===== src/rtl/grant_decoder_pkg.sv =====
`default_nettype none
// +----------------------------------------------------------------------+
// | grant_decoder_pkg                                                    |
// | Shared state encoding and default widths for the grant decoder.      |
// | Revision: 1.0                                                        |
// +----------------------------------------------------------------------+
package grant_decoder_pkg;

   localparam int C_IDX_W = 3;
   localparam int C_N_OUT = 8;
   localparam int C_CNT_W = 4;

   typedef enum logic [1:0] {
      IDLE  = 2'd0,
      GRANT = 2'd1,
      GAP   = 2'd2
   } state_t;

endpackage
`default_nettype wire


===== src/rtl/grant_decoder_onehot_dec.sv =====
`default_nettype none
// +----------------------------------------------------------------------+
// | onehot_dec                                                           |
// | Combinational IDX_W-to-N_OUT one-hot decoder with enable.            |
// | Revision: 1.0                                                        |
// +----------------------------------------------------------------------+
module onehot_dec
   import grant_decoder_pkg::*;
#(
   parameter int IDX_W = C_IDX_W,
   parameter int N_OUT = C_N_OUT
) (
   input  logic             en,
   input  logic [IDX_W-1:0] idx,
   output logic [N_OUT-1:0] y
);

   for (genvar i = 0; i < N_OUT; i++) begin : g_bit
      assign y[i] = en && (idx == IDX_W'(i));
   end

endmodule
`default_nettype wire


===== src/rtl/grant_decoder.sv =====
`default_nettype none
// +----------------------------------------------------------------------+
// | grant_decoder                                                        |
// | Turns an accepted encoded index into a registered one-hot grant held |
// | for max(hold_len,1) cycles. Define GRANT_DECODER_GAP_EN to insert a  |
// | one-cycle idle gap after every completed grant.                      |
// | Revision: 1.0                                                        |
// +----------------------------------------------------------------------+
module grant_decoder
   import grant_decoder_pkg::*;
#(
   parameter int N_OUT = C_N_OUT,
   parameter int IDX_W = C_IDX_W,
   parameter int CNT_W = C_CNT_W
) (
   input  logic             clk,
   input  logic             rst,
   input  logic             ena,
   input  logic             in_valid,
   output logic             in_ready,
   input  logic [IDX_W-1:0] in,
   input  logic [CNT_W-1:0] hold_len,
   output logic [N_OUT-1:0] y,
   output logic             y_valid,
   output logic             done
);

   state_t           r_state;
   state_t           w_state_nxt;
   logic [CNT_W-1:0] r_cnt;
   logic [CNT_W-1:0] w_cnt_nxt;
   logic [CNT_W-1:0] w_len_m1;
   logic [N_OUT-1:0] r_y;
   logic [N_OUT-1:0] w_y_nxt;
   logic [N_OUT-1:0] w_dec;
   logic             r_y_valid;
   logic             w_y_valid_nxt;
   logic             r_done;
   logic             w_done_nxt;
   logic             w_last;
   logic             w_last_ready;
   logic             w_accept;

   assign w_last = (r_state == GRANT) && (r_cnt == '0);

   // Without the gap, the final grant cycle may accept and chain the next grant.
`ifdef GRANT_DECODER_GAP_EN
   assign w_last_ready = 1'b0;
`else
   assign w_last_ready = w_last;
`endif

   assign in_ready = ena && !rst && ((r_state == IDLE) || w_last_ready);
   assign w_accept = in_valid && in_ready;
   assign w_len_m1 = (hold_len == '0) ? '0 : hold_len - CNT_W'(1);

   onehot_dec #(
      .IDX_W (IDX_W),
      .N_OUT (N_OUT)
   ) u_dec (
      .en  (w_accept),
      .idx (in),
      .y   (w_dec)
   );

   always_comb begin
      w_state_nxt   = r_state;
      w_cnt_nxt     = r_cnt;
      w_y_nxt       = '0;
      w_y_valid_nxt = 1'b0;
      w_done_nxt    = 1'b0;
      if (!ena) begin
         w_state_nxt = IDLE;
         w_cnt_nxt   = '0;
      end else if (w_accept) begin
         w_state_nxt   = GRANT;
         w_cnt_nxt     = w_len_m1;
         w_y_nxt       = w_dec;
         w_y_valid_nxt = 1'b1;
         w_done_nxt    = (w_len_m1 == '0);
      end else begin
         case (r_state)
            IDLE: begin
               w_state_nxt = IDLE;
            end
            GRANT: begin
               if (r_cnt != '0) begin
                  w_cnt_nxt     = r_cnt - CNT_W'(1);
                  w_y_nxt       = r_y;
                  w_y_valid_nxt = 1'b1;
                  w_done_nxt    = (r_cnt == CNT_W'(1));
               end else begin
`ifdef GRANT_DECODER_GAP_EN
                  w_state_nxt = GAP;
`else
                  w_state_nxt = IDLE;
`endif
               end
            end
            GAP: begin
               w_state_nxt = IDLE;
            end
            default: begin
               w_state_nxt = IDLE;
            end
         endcase
      end
   end

   always_ff @(posedge clk) begin
      if (rst) begin
         r_state   <= IDLE;
         r_cnt     <= '0;
         r_y       <= '0;
         r_y_valid <= 1'b0;
         r_done    <= 1'b0;
      end else begin
         r_state   <= w_state_nxt;
         r_cnt     <= w_cnt_nxt;
         r_y       <= w_y_nxt;
         r_y_valid <= w_y_valid_nxt;
         r_done    <= w_done_nxt;
      end
   end

   assign y       = r_y;
   assign y_valid = r_y_valid;
   assign done    = r_done;

endmodule
`default_nettype wire


===== config.mk =====
export PLATFORM = sky130hd
export DESIGN_NAME = grant_decoder
export DESIGN_NICKNAME = d
export VERILOG_FILES = /design/src/rtl/grant_decoder_pkg.sv /design/src/rtl/grant_decoder_onehot_dec.sv /design/src/rtl/grant_decoder.sv
export SDC_FILE = /design/constraint.sdc
export NUM_CORES = 1
export LEC_CHECK = 0
export ABC_CLOCK_PERIOD_IN_PS = 1250
export BUFFER_PORTS_ARGS = -buffer_cell sky130_fd_sc_hd__clkbuf_2
export CORE_AREA = 2 2 43 45
export CTS_BUF_LIST = sky130_fd_sc_hd__clkbuf_4 sky130_fd_sc_hd__clkbuf_8
export DETAILED_ROUTE_END_ITERATION = 6
export DIE_AREA = 0 0 45 47
export GPL_TIMING_DRIVEN = 0
export PLACE_DENSITY = 0.8
export SETUP_SLACK_MARGIN = 0.4
export SLEW_MARGIN = 20
export SYNTH_ARGS = -nofsm -noshare
export SYNTH_HDL_FRONTEND = slang
export SYNTH_SLANG_ARGS = --single-unit

===== constraint.sdc =====
create_clock -name clk -period 1.25 [get_ports clk]
set_input_delay 0.25 -clock clk [delete_from_list [all_inputs] [get_ports clk]]
set_output_delay 0.25 -clock clk [all_outputs]
set_load 0.02 [all_outputs]

Word-level counts from Yosys, hierarchy flattened
Cells that the tools add are included.

Equality and inequality tests: 9. Reductions and logical operators: 24. Bitwise gates (word level): 1. Add/subtract/negate cells: 2. Multiplexer cells: 16.

Operators with widths (number): $mux W8 (3); $mux W4 (4); $eq A3 B3 Y1 const B (4); $logic_and A1 B1 Y1 (12); $logic_not A4 Y1 (3); $mux W1 (9); $sub A4 B1 Y4 const B (2); $eq A3 B2 Y1 const B (2); $eq A4 B1 Y1 const B (1); $reduce_bool A2 Y1 (2); $reduce_bool A4 Y1 (1); $eq A3 B1 Y1 const B (1); $logic_not A3 Y1 (1); $ne A3 B2 Y1 const B (1); $logic_not A2 Y1 (1); $reduce_and A2 Y1 (1); $reduce_or A2 Y1 (1); $logic_not A1 Y1 (1); $logic_or A1 B1 Y1 (1); $not A1 Y1 (1).

Bits of input ports: 11. Output and inout port bits: 11. Register bits after elaboration: 15.

Depth between registers and ports, before layout
Gate-level depths: netlist of the first run.

Depth after elaboration: 7. Mapped depth: 7.

Cells and area by module
A second synthesis of the first run with hierarchy kept.

Cells, all modules: 95. Area, all modules: 790.8 µm².

By module, submodules not included: grant_decoder (cells each 87, sequential area each 300.3 µm², instances 1, area an instance 694.4 µm²); onehot_dec (cells each 8, sequential area each 0.0 µm², instances 1, area an instance 96.3 µm²).

Least setup slack after synthesis of the first run
Ideal clock, no wire load.

Path kind: reg2reg. Start point: register r_cnt[0]. End point: register r_cnt[1]. Library setup time: 0.117 ns. Data arrival time: 1.316 ns. Stages on the path, launching flop included: 7. Required time: 1.133 ns. Period minus slack after synthesis: 1.433 ns. Path buffers: 1. Setup slack: -0.183 ns. Path through: dfxtp_1 inv_1 ha_1 a21boi_2 buf_6 nor2_1 a22o_1.

Longest elaborated chain between the ends: 7.

Ends and longest elaborated chain: start, declared (line grant_decoder.sv:30) `logic [CNT_W-1:0] r_cnt;`; start signal, assigned (line grant_decoder.sv:119) `r_cnt <= w_cnt_nxt;`; $logic_not A4 Y1 (*) (line grant_decoder.sv:44) `assign w_last = (r_state == GRANT) && (r_cnt == '0);`; $logic_and A1 B1 Y1 (*) (line grant_decoder.sv:44); $logic_or A1 B1 Y1 (*) (line grant_decoder.sv:53) `assign in_ready = ena && !rst && ((r_state == IDLE) || w_last_ready);`; $logic_and A1 B1 Y1 (*) (line grant_decoder.sv:53); via in_ready (line grant_decoder.sv:20) `output logic in_ready,`; $logic_and A1 B1 Y1 (*) (line grant_decoder.sv:54) `assign w_accept = in_valid && in_ready;`; $reduce_bool A2 Y1 (no line); $reduce_and A2 Y1 (no line).

The timed path passes the listed nets; every way through them passes the cells marked *. The select of a mux whose other input is x is not followed. A chain may end at the register's enable or synchronous reset.

Worst setup path in the final report of the first run
Start point: register r_cnt[3]. End point: register r_y[1] (netlist: y[1]).

Longest elaborated chain between the ends: 7.

Ends and longest elaborated chain: $logic_not A4 Y1 (line grant_decoder.sv:44); $logic_and A1 B1 Y1 (line grant_decoder.sv:44); $logic_or A1 B1 Y1 (line grant_decoder.sv:53); $logic_and A1 B1 Y1 (line grant_decoder.sv:53); $logic_and A1 B1 Y1 (line grant_decoder.sv:54); $logic_and A1 B1 Y1 (line grant_decoder_onehot_dec.sv:19) `assign y[i] = en && (idx == IDX_W'(i));`; $mux W8 (line grant_decoder.sv:75) `end else if (w_accept) begin`; end signal, assigned (line grant_decoder.sv:120) `r_y <= w_y_nxt;`; end, declared (line grant_decoder.sv:33) `logic [N_OUT-1:0] r_y;`.

Several ways; a longest one is shown, not always the timed one.

==> results of run 1 <==
[per-stage QoR]
step,util (%),hold slack (ns)
detailed placement,54.5,0.445
global route,76.1,0.303
finish,76.1,0.295
CTS,72.2,0.282
global placement,54.5,0.440
floorplan,-,0.434
[area by class of cell]
type,instances,area share (%)
multi-input cells,67,38.7
clock buffers,4,2.39
flip-flops and latches,15,25.6
repair buffers,37,27.9
well taps,17,1.69
inverters,3,0.896
plain buffers,5,2.89
[power by group through the flow]
stage                     combinational, µW  sequential, µW  clock (µW)
final                                   230             503         308
after global routing                    243             504         331
after CTS                               206             501         306
after detailed placement                150             512           0
after global placement                  144             511           0
after floorplan                        96.3             516           0
[cell families after synthesis]
group / after synthesis / share of synthesized area, %
adder cells (fa/ha/maj): 2 / 3.40
flip-flops: 15 / 40.7
AND/OR/NAND/NOR: 40 / 27.5
XOR/XNOR: 2 / 2.38
buffers and inverters: 8 / 5.94
AO/OA/AOI/OAI: 23 / 20.0
[per-layer routing]
metal	part of all wire, %	vias up	routed length [µm]
li1	-	401	-
met1	40	422	972
met2	51	42	1230
met3	6.0	9	144
met4	2.5	0	59
met5	0	-	0
[layout by cell type (no fill, tap or decap), drive strengths merged, types with 3 or more instances in the layout]
| cell | count |
|---|---|
| buf | 31 |
| dfxtp | 15 |
| clkbuf | 15 |
| nand2 | 11 |
| nor2 | 10 |
| a21oi | 9 |
| or3 | 6 |
| o21ai | 6 |
| nand2b | 5 |
| inv | 3 |
| a211oi | 3 |
[final timing paths]
kind / slack, ns / depth (start not counted) / from / endpoint
setup / recovery: -0.31 / 7 / r_cnt[3] / y[1]
hold / removal: 0.29 / 3 / in[0] / y[0]
setup reg to reg: -0.31 / 7 / r_cnt[3] / y[1]
hold reg to reg: 0.48 / 2 / y[2] / y[2]
[sequential cells by signal, indices dropped and copies added, names as in the netlist]
name	flops
r_state	1
y_valid	1
done	1
y	8
r_cnt	4
[worst max-delay path, delay by kind of cell (launching register included)]
kind / cells / cell delay [ns]
compound gates: 2 / 0.22
buf+inv: 3 / 0.39
flops: 1 / 0.38
simple gates: 2 / 0.50
[what timing repair did]
item                                    CTS  global route
pin swaps                                 8             6
endpoints found under the setup margin   26            26
setup buffers                            10             4
gates cloned                              2             0
gates resized for setup                  49            17
==> results_dict.tcl, run 1 <==
set metrics [dict create \
    layout_worst_path_cycle_share_pct 125 \
    detailed_route_wl_mm 2.40 \
    max-clock-path-buffers 2 \
    slowest_cell_on_the_critical_path "dfxtp_1" \
    timing.critical_path.mode_cell "buf_6" \
    cap_viol_max_count 0 \
    p_leak_uw 0.000499 \
    failing_checks "negative setup slack" \
    cp_cell_sequence "nor2_4 -> a21boi_4 -> buf_6 -> buf_4 -> buf_6 -> or3_1 -> a21oi_1" \
    netSwitchingPower_uw 291 \
    p_seq_share_pct 48.3 \
    yosysUniqueCellTypes 27 \
    ctsHtreeMaxLevel 1 \
    postLayoutSetupSlackWorst_ns -0.308 \
    post_dp_cell_area_um2 900 \
    drive_gt1_share_pct 58.8 \
    die-height_um 47 \
    finalInstanceArea_mm2 0.00126 \
    mappedNetlistArea_um2 737 \
    design.core.area_mm2 0.00165 \
    area.sequential_um2 322 \
    pwr-share-comb_pct 22.1 \
    cts-root-buf "clkbuf_4" \
    syn_to_final_growth_pct 70.6 \
    p_int_uw 751 \
    drc_errors 0 \
    net_sw_share_pct 27.9 \
    port_buffers 21 \
    n_antenna_cell 0 \
    critical_path_class "reg -> reg" \
    globalRouteMet1Util_pct 29.1 \
    synth.most_common_cell "dfxtp_1" \
    synth_enable_flop_cells 0 \
    post_place_worst_slack_ns -0.163 \
    ys_seq_elements 15 \
    antenna_found_initial 0 \
    power.clock.fraction_pct 29.6 \
    dp_hpwl_mm 1.24 \
    achievable-frequency_mhz 642 \
    synth_top_cells_by_area "dfxtp_1 41%, a21oi_1 6.1%, nand2_1 5.6%" \
    synth-warning-count 0 \
    clock_latency_late_sink_ns 0.29 \
    cp_slowest_stage_delay_ns 0.38 \
    die-width_um 45 \
    antenna_violating_nets_post_route 0 \
    finalNonFillerCells 148 \
    die_area_mm2 0.00212 \
    cellPowerDensity_mw_per_mm2 828 \
    setup.worst_path.end_class "flip-flop" \
    hp-class "in -> reg" \
    finalNetCount 145 \
    synthesis.area_per_instance_um2 8.19 \
    synthDominantAreaCellType "dfxtp_1" \
    timing.critical_path.from_type "flip-flop" \
    irDropWorstVdd_uv 557 \
    gr-usage-all-layers_pct 24.3 \
    post_drt_wl_per_cell_um 16.2 \
    overflow 0 \
    area_used_by_multi_input_combinational_logic_um2 487 \
    clock_transition_at_the_registers_of_the_reported_paths_ns 0.09 \
    ys_async_sr_fraction_pct 0 \
    cts_hold_buffers 0 \
    grt_start_max_net_pins 11 \
    drt_first_pass_iters 5 \
    critPathMaxFanout 5 \
    synth_ff_type "dfxtp_1" \
    dp.cells 128 \
    rsz_0062_raised_after_global_routing "yes" \
    yosysTopAreaCellShare_pct 40.7 \
    vias_per_cell 5.91 \
    synth_sequential_area_ratio_pct 40.7 \
    vias_in_the_first_global_route 799 \
    netlist_instances 90 \
    routability_cong 0.793 \
    met3_usage_pct 4.62 \
    io_pins 22 \
    initialDrtViolationCount 29 \
    final_hold_viol_count 0 \
    critical_path_data_required_time_ns 1.46 \
    postSynthNetCount 103 \
    timing.final.crit_period_ns 1.56 \
    std_cell_rows 15 \
    globalRouteMet2Util_pct 41.4 \
    setup_viol 16 \
    worst_path_arrival_time_ns 1.77 \
    slew_headroom_pct 58.6 \
    dr_total_vias 874 \
    tightestPinTransition_ns 0.621 \
    start_util_pct 44.6 \
    grt_pass1_wl_mm 3.59 \
    tritoncts_num_sinks 15 \
    synth.top_cells.by_count "15 x dfxtp_1, 11 x nand2_1, 9 x a21oi_1, 9 x nor2_1, 6 x or3_1" \
    final.setup.tns_ns -3.22 \
    fin_worst_skew_ns 0.00237 \
    global_route.peak_usage_layer "met2" \
    final_max_slew_viol_count 0 \
    overall_power_uw 1040 \
    filler_cell_count 107 \
    cts_tree "yes" \
    cts_inserted_buffers 3 \
    run_status "finished, violations left" \
]
No activity file was read; power rests on OpenSTA's default activity.
==> run 2: changes to the inputs <==
--- a/config.mk
+++ b/config.mk
@@ -6,13 +6,13 @@
 export NUM_CORES = 1
 export LEC_CHECK = 0
 export ABC_CLOCK_PERIOD_IN_PS = 1250
-export BUFFER_PORTS_ARGS = -buffer_cell sky130_fd_sc_hd__clkbuf_2
-export CORE_AREA = 2 2 43 45
+export CORE_AREA = 2 2 39 41
 export CTS_BUF_LIST = sky130_fd_sc_hd__clkbuf_4 sky130_fd_sc_hd__clkbuf_8
 export DETAILED_ROUTE_END_ITERATION = 6
-export DIE_AREA = 0 0 45 47
+export DIE_AREA = 0 0 41 43
+export DONT_BUFFER_PORTS = 1
 export GPL_TIMING_DRIVEN = 0
-export PLACE_DENSITY = 0.8
+export PLACE_DENSITY = 0.79
 export SETUP_SLACK_MARGIN = 0.4
 export SLEW_MARGIN = 20
 export SYNTH_ARGS = -nofsm -noshare
==> run 2 against run 1 <==
The flow still finishes with violations (negative setup slack); fmax is 5.3% higher; global-route usage is 0.71 points lower; core utilization is 2.3 points lower; flip-flop and latch count stayed put; combinational power is 33% lower; clock power hardly changed; worst hold slack worse by 0.18 ns; wire length is 22% lower; total power is 8.5% lower; clock skew hardly changed; register-to-register slack better by 0.14 ns; critical path type is now reg -> out; critical endpoint is now in_ready; largest power group unchanged.
==> results_dict.tcl, run 2 (synthesis results as in run 1) <==
set metrics [dict create \
    vias_in_the_first_global_route 656 \
    overflow 0 \
    achievable-frequency_mhz 676 \
    overall_power_uw 953 \
    failing_checks "negative setup slack" \
    routability_cong 0.686 \
    syn_to_final_growth_pct 38.7 \
    area_used_by_multi_input_combinational_logic_um2 493 \
    design.core.area_mm2 0.00138 \
    slowest_cell_on_the_critical_path "dfxtp_4" \
    cts_inserted_buffers 3 \
    std_cell_rows 14 \
    die-height_um 43 \
    post_place_worst_slack_ns -0.145 \
    detailed_route_wl_mm 1.87 \
    p_leak_uw 0.000375 \
    drc_errors 0 \
    timing.final.crit_period_ns 1.48 \
    ctsHtreeMaxLevel 1 \
    cts_hold_buffers 0 \
    n_antenna_cell 0 \
    cp_slowest_stage_delay_ns 0.37 \
    antenna_found_initial 0 \
    start_util_pct 53.3 \
    cp_cell_sequence "inv_4 -> ha_4 -> a21boi_4 -> buf_6 -> nor2_4" \
    drive_gt1_share_pct 49.0 \
    tritoncts_num_sinks 15 \
    run_status "finished, violations left" \
    critical_path.top_delay_family "flip-flops" \
    clock_transition_at_the_registers_of_the_reported_paths_ns 0.09 \
    die-width_um 41 \
    postLayoutSetupSlackWorst_ns -0.229 \
    critical_path_class "reg -> out" \
    rsz_0062_raised_after_global_routing "yes" \
    port_buffers 0 \
    cts_tree "yes" \
    worstPathBufferInverterCount 2 \
    drt_first_pass_iters 4 \
    irDropWorstVdd_uv 556 \
    cap_viol_max_count 0 \
    area.sequential_um2 343 \
    critPathMaxFanout 4 \
    die_area_mm2 0.00176 \
    layout_worst_path_cycle_share_pct 118 \
    worst_path_arrival_time_ns 1.23 \
    largest_register_ff_count 8 \
    cts-root-buf "clkbuf_4" \
    gr-usage-all-layers_pct 23.6 \
    most-common-layout-cells "11 x dfxtp_4, 8 x buf_4, 7 x nand2_1" \
    cellPowerDensity_mw_per_mm2 933 \
    initialDrtViolationCount 18 \
    dr_total_vias 715 \
    setup.worst_path.end_class "output port" \
    slew_headroom_pct 66.6 \
    critical_path_data_required_time_ns 1.00 \
    tightestPinTransition_ns 0.500 \
    post_layout_util_pct 73.9 \
    filler_cell_count 99 \
    hp-class "in -> reg" \
    grt_pass1_wl_mm 2.66 \
    final_hold_viol_count 0 \
    setup_viol 14 \
    fin_worst_skew_ns 0.00207 \
    finalNetCount 118 \
    antenna_violating_nets_post_route 0 \
    final_max_slew_viol_count 0 \
    max-clock-path-buffers 2 \
    mostFrequentLayoutCell "dfxtp_4" \
    grt_start_max_net_pins 11 \
    timing.critical_path.from_type "flip-flop" \
    dp_hpwl_mm 1.03 \
    post_drt_wl_per_cell_um 15.6 \
    vias_per_cell 5.96 \
    clock_latency_late_sink_ns 0.29 \
    io_pins 22 \
]
## run 2: worst paths after layout
| path | slack, ns | startpoint | depth (start not counted) | end |
|---|---|---|---|---|
| worst max register to register | -0.17 | r_cnt[0] | 6 | y[0] |
| worst min register to register | 0.51 | y[1] | 2 | y[1] |
| worst min-delay path | 0.11 | in[0] | 2 | y[0] |
| worst max-delay path | -0.23 | r_cnt[0] | 5 | in_ready |
## run 2: report_power, final
part | total [µW] | switching (µW) | internal, µW
Combinational | 155 | 81.2 | 73.5
Clock | 311 | 165 | 146
Sequential | 488 | 17.3 | 470
## run 2: area by class of cell
| type | instances | area share (%) |
|---|---|---|
| Timing Repair Buffer | 10 | 8.45 |
| Inverter | 3 | 1.35 |
| Clock buffer | 4 | 2.94 |
| Multi-Input combinational cell | 67 | 48.2 |
| Tap cell | 16 | 1.96 |
| Sequential cell | 15 | 33.5 |
| Buffer | 5 | 3.55 |
## run 2: timing repair
item                                    4_1_cts  5_1_grt
resized for setup                            23       20
endpoints found under the setup margin       26       26
cloned                                        1        0
setup buffers                                 6        3
endpoints found under the hold margin         0        0
pin swaps                                     5       14
## run 2: metal layers
metal,routed length (µm),track usage (%)
met1,727,26.1
met2,960,34.7
met3,103,5.24
met4,81,22.0
met5,0,0
## run 2: per-stage QoR
step | hold slack (ns) | cells | cell area (µm²) | setup TNS [ns]
floorplan | 0.434 | 90 | 773 | 0
detailed placement | 0.444 | 106 | 793 | -1.54
global route | 0.120 | 120 | 1020 | -2.53
finish | 0.115 | 120 | 1020 | -1.82
CTS | 0.128 | 117 | 921 | -1.85
global placement | 0.440 | 106 | 793 | -1.06
==> run 3: changes to the inputs <==
--- a/config.mk
+++ b/config.mk
@@ -6,13 +6,12 @@
 export NUM_CORES = 1
 export LEC_CHECK = 0
 export ABC_CLOCK_PERIOD_IN_PS = 1250
-export CORE_AREA = 2 2 39 41
+export CORE_AREA = 2 2 44 46
 export CTS_BUF_LIST = sky130_fd_sc_hd__clkbuf_4 sky130_fd_sc_hd__clkbuf_8
 export DETAILED_ROUTE_END_ITERATION = 6
-export DIE_AREA = 0 0 41 43
+export DIE_AREA = 0 0 46 48
 export DONT_BUFFER_PORTS = 1
 export GPL_TIMING_DRIVEN = 0
-export PLACE_DENSITY = 0.79
 export SETUP_SLACK_MARGIN = 0.4
 export SLEW_MARGIN = 20
 export SYNTH_ARGS = -nofsm -noshare
==> run 3 against run 2 <==
The run still ends with negative setup slack left; via count down 4.2%; clock power down 5%; setup slack improved by 0.055 ns.
==> results_dict.tcl, run 3 (synthesis results as in run 1) <==
set metrics [dict create \
    run_status "finished, violations left" \
    failing_checks "negative setup slack" \
    n_antenna_cell 0 \
    most-common-layout-cells "11 x nand2_1, 11 x dfxtp_4, 7 x buf_4" \
    max-clock-path-buffers 2 \
    rsz_0062_raised_after_global_routing "yes" \
    filler_cell_count 169 \
    cap_viol_max_count 0 \
    dp.cells 107 \
    hold-worst-slack_ns 0.148 \
    critPathMaxFanout 6 \
    cp_slowest_stage_delay_ns 0.35 \
    irDropWorstVdd_uv 651 \
    timing.critical_path.from_type "flip-flop" \
    drc_errors 0 \
    critical_path_data_required_time_ns 1.41 \
    timing.final.crit_period_ns 1.42 \
    design.core.area_mm2 0.00169 \
    vias_per_cell 5.61 \
    io_pins 22 \
    final_max_slew_viol_count 0 \
    start_util_pct 43.6 \
    worst_path_arrival_time_ns 1.59 \
    die_area_mm2 0.00221 \
    cts_tree "yes" \
    dr_total_vias 685 \
    drive_gt1_share_pct 46.7 \
    die-width_um 46 \
    std_cell_rows 15 \
    antenna_found_initial 0 \
    die-height_um 48 \
    layout_worst_path_cycle_share_pct 114 \
    postLayoutSetupSlackWorst_ns -0.175 \
    finalNonFillerCells 122 \
    cts_inserted_buffers 3 \
    vias_in_the_first_global_route 648 \
    dp_hpwl_mm 1.10 \
    tightestPinTransition_ns 0.474 \
    p_leak_uw 0.000352 \
    initialDrtViolationCount 13 \
    final_hold_viol_count 0 \
    fin_worst_skew_ns 0.00137 \
    hold_start "in[1]" \
    largest_register_ff_count 8 \
    cellPowerDensity_mw_per_mm2 928 \
    gr-usage-all-layers_pct 18.4 \
    ctsHtreeMaxLevel 1 \
    cp_cell_sequence "inv_2 -> ha_4 -> a21boi_4 -> buf_6 -> buf_4 -> buf_6 -> a211oi_1 -> a211oi_2" \
    detailed_route_wl_mm 1.73 \
    worstPathBufferInverterCount 4 \
    power.clock.fraction_pct 31.3 \
    antenna_violating_nets_post_route 0 \
    startpoint "r_cnt[0]" \
    p_int_uw 696 \
    tritoncts_num_sinks 15 \
    net_sw_share_pct 25.9 \
    port_buffers 0 \
    worst_r2r_startpoint "r_cnt[0]" \
    clock_latency_late_sink_ns 0.27 \
    setup.worst_path.end_class "flip-flop" \
    netSwitchingPower_uw 244 \
    cts-root-buf "clkbuf_4" \
    grt_start_max_net_pins 11 \
    finalNetCount 119 \
    critical_path_class "reg -> reg" \
    pwr-share-comb_pct 16.8 \
    routability_cong 0.737 \
    setup_viol 15 \
    slew_headroom_pct 68.4 \
    clock_transition_at_the_registers_of_the_reported_paths_ns 0.09 \
    achievable-frequency_mhz 702 \
    timing.critical_path.mode_cell "buf_6" \
    syn_to_final_growth_pct 37.4 \
    critical_path.top_delay_family "buffers and inverters" \
    grt_pass1_wl_mm 2.87 \
    slowest_cell_on_the_critical_path "dfxtp_4" \
    drt_first_pass_iters 4 \
    overflow 0 \
    post_drt_wl_per_cell_um 14.2 \
    p_seq_share_pct 51.9 \
    hp-class "in -> reg" \
]
[run 3: worst paths after layout]
check / endpoint / slack (ns) / cells past startpoint
max: r_cnt[0] / -0.17 / 8
min: y[0] / 0.15 / 2
max reg2reg: r_cnt[0] / -0.17 / 8
min reg2reg: r_cnt[2] / 0.48 / 1
[run 3: power groups by stage]
stage | Clock [µW] | Combinational (µW) | Sequential [µW]
floorplan | 0 | 96.3 | 516
global placement | 0 | 113 | 518
detailed placement | 0 | 113 | 518
CTS | 301 | 144 | 488
global route | 322 | 176 | 490
finish | 294 | 158 | 487
[run 3: layer usage]
layer | up-vias | track usage (%) | wire, µm | share of wire, %
met4 | 0 | 8.00 | 26 | 1.5
met5 | - | 0 | 0 | 0
li1 | 347 | - | - | -
met3 | 6 | 6.04 | 105 | 6.1
met1 | 313 | 23.5 | 783 | 45
met2 | 19 | 28.3 | 818 | 47
[run 3: worst reg2reg max path: stages (launching register included)]
cell	delay (ns)
dfxtp_4	0.35
inv_2	0.06
ha_4	0.14
a21boi_4	0.06
buf_6	0.13
buf_4	0.13
buf_6	0.12
a211oi_1	0.27
a211oi_2	0.06
[run 3: area by class of cell]
class	instances	area, µm²	area share (%)
inverter	3	11.3	1.11
sequential	15	344	34.0
clock buffer	4	30.0	2.97
multi-input combinational	67	472	46.6
tap	17	21.3	2.10
timing repair buffer	11	97.6	9.64
buffer	5	36.3	3.58
[run 3: per-stage QoR]
step / instance area [µm²] / setup TNS (ns) / util (%) / setup slack [ns] / power (µW)
3_5_place_dp: 795 / -1.55 / 47.0 / -0.147 / 631
3_3_place_gp: 795 / -1.33 / 47.0 / -0.128 / 631
4_1_cts: 958 / -1.21 / 56.7 / -0.178 / 932
5_1_grt: 1010 / -2.69 / 59.9 / -0.250 / 988
6_report: 1010 / -1.49 / 59.9 / -0.175 / 939
2_1_floorplan: 773 / 0 / - / 0.0000336 / 612
[run 3: timing repair]
action | in CTS | in global routing
hold buffers | 0 | 0
gates resized for setup | 28 | 10
pin swaps | 8 | 5
setup buffers | 8 | 2
endpoints found under the setup margin | 26 | 26
cloned | 1 | 0
hold endpoints to repair | 0 | 0
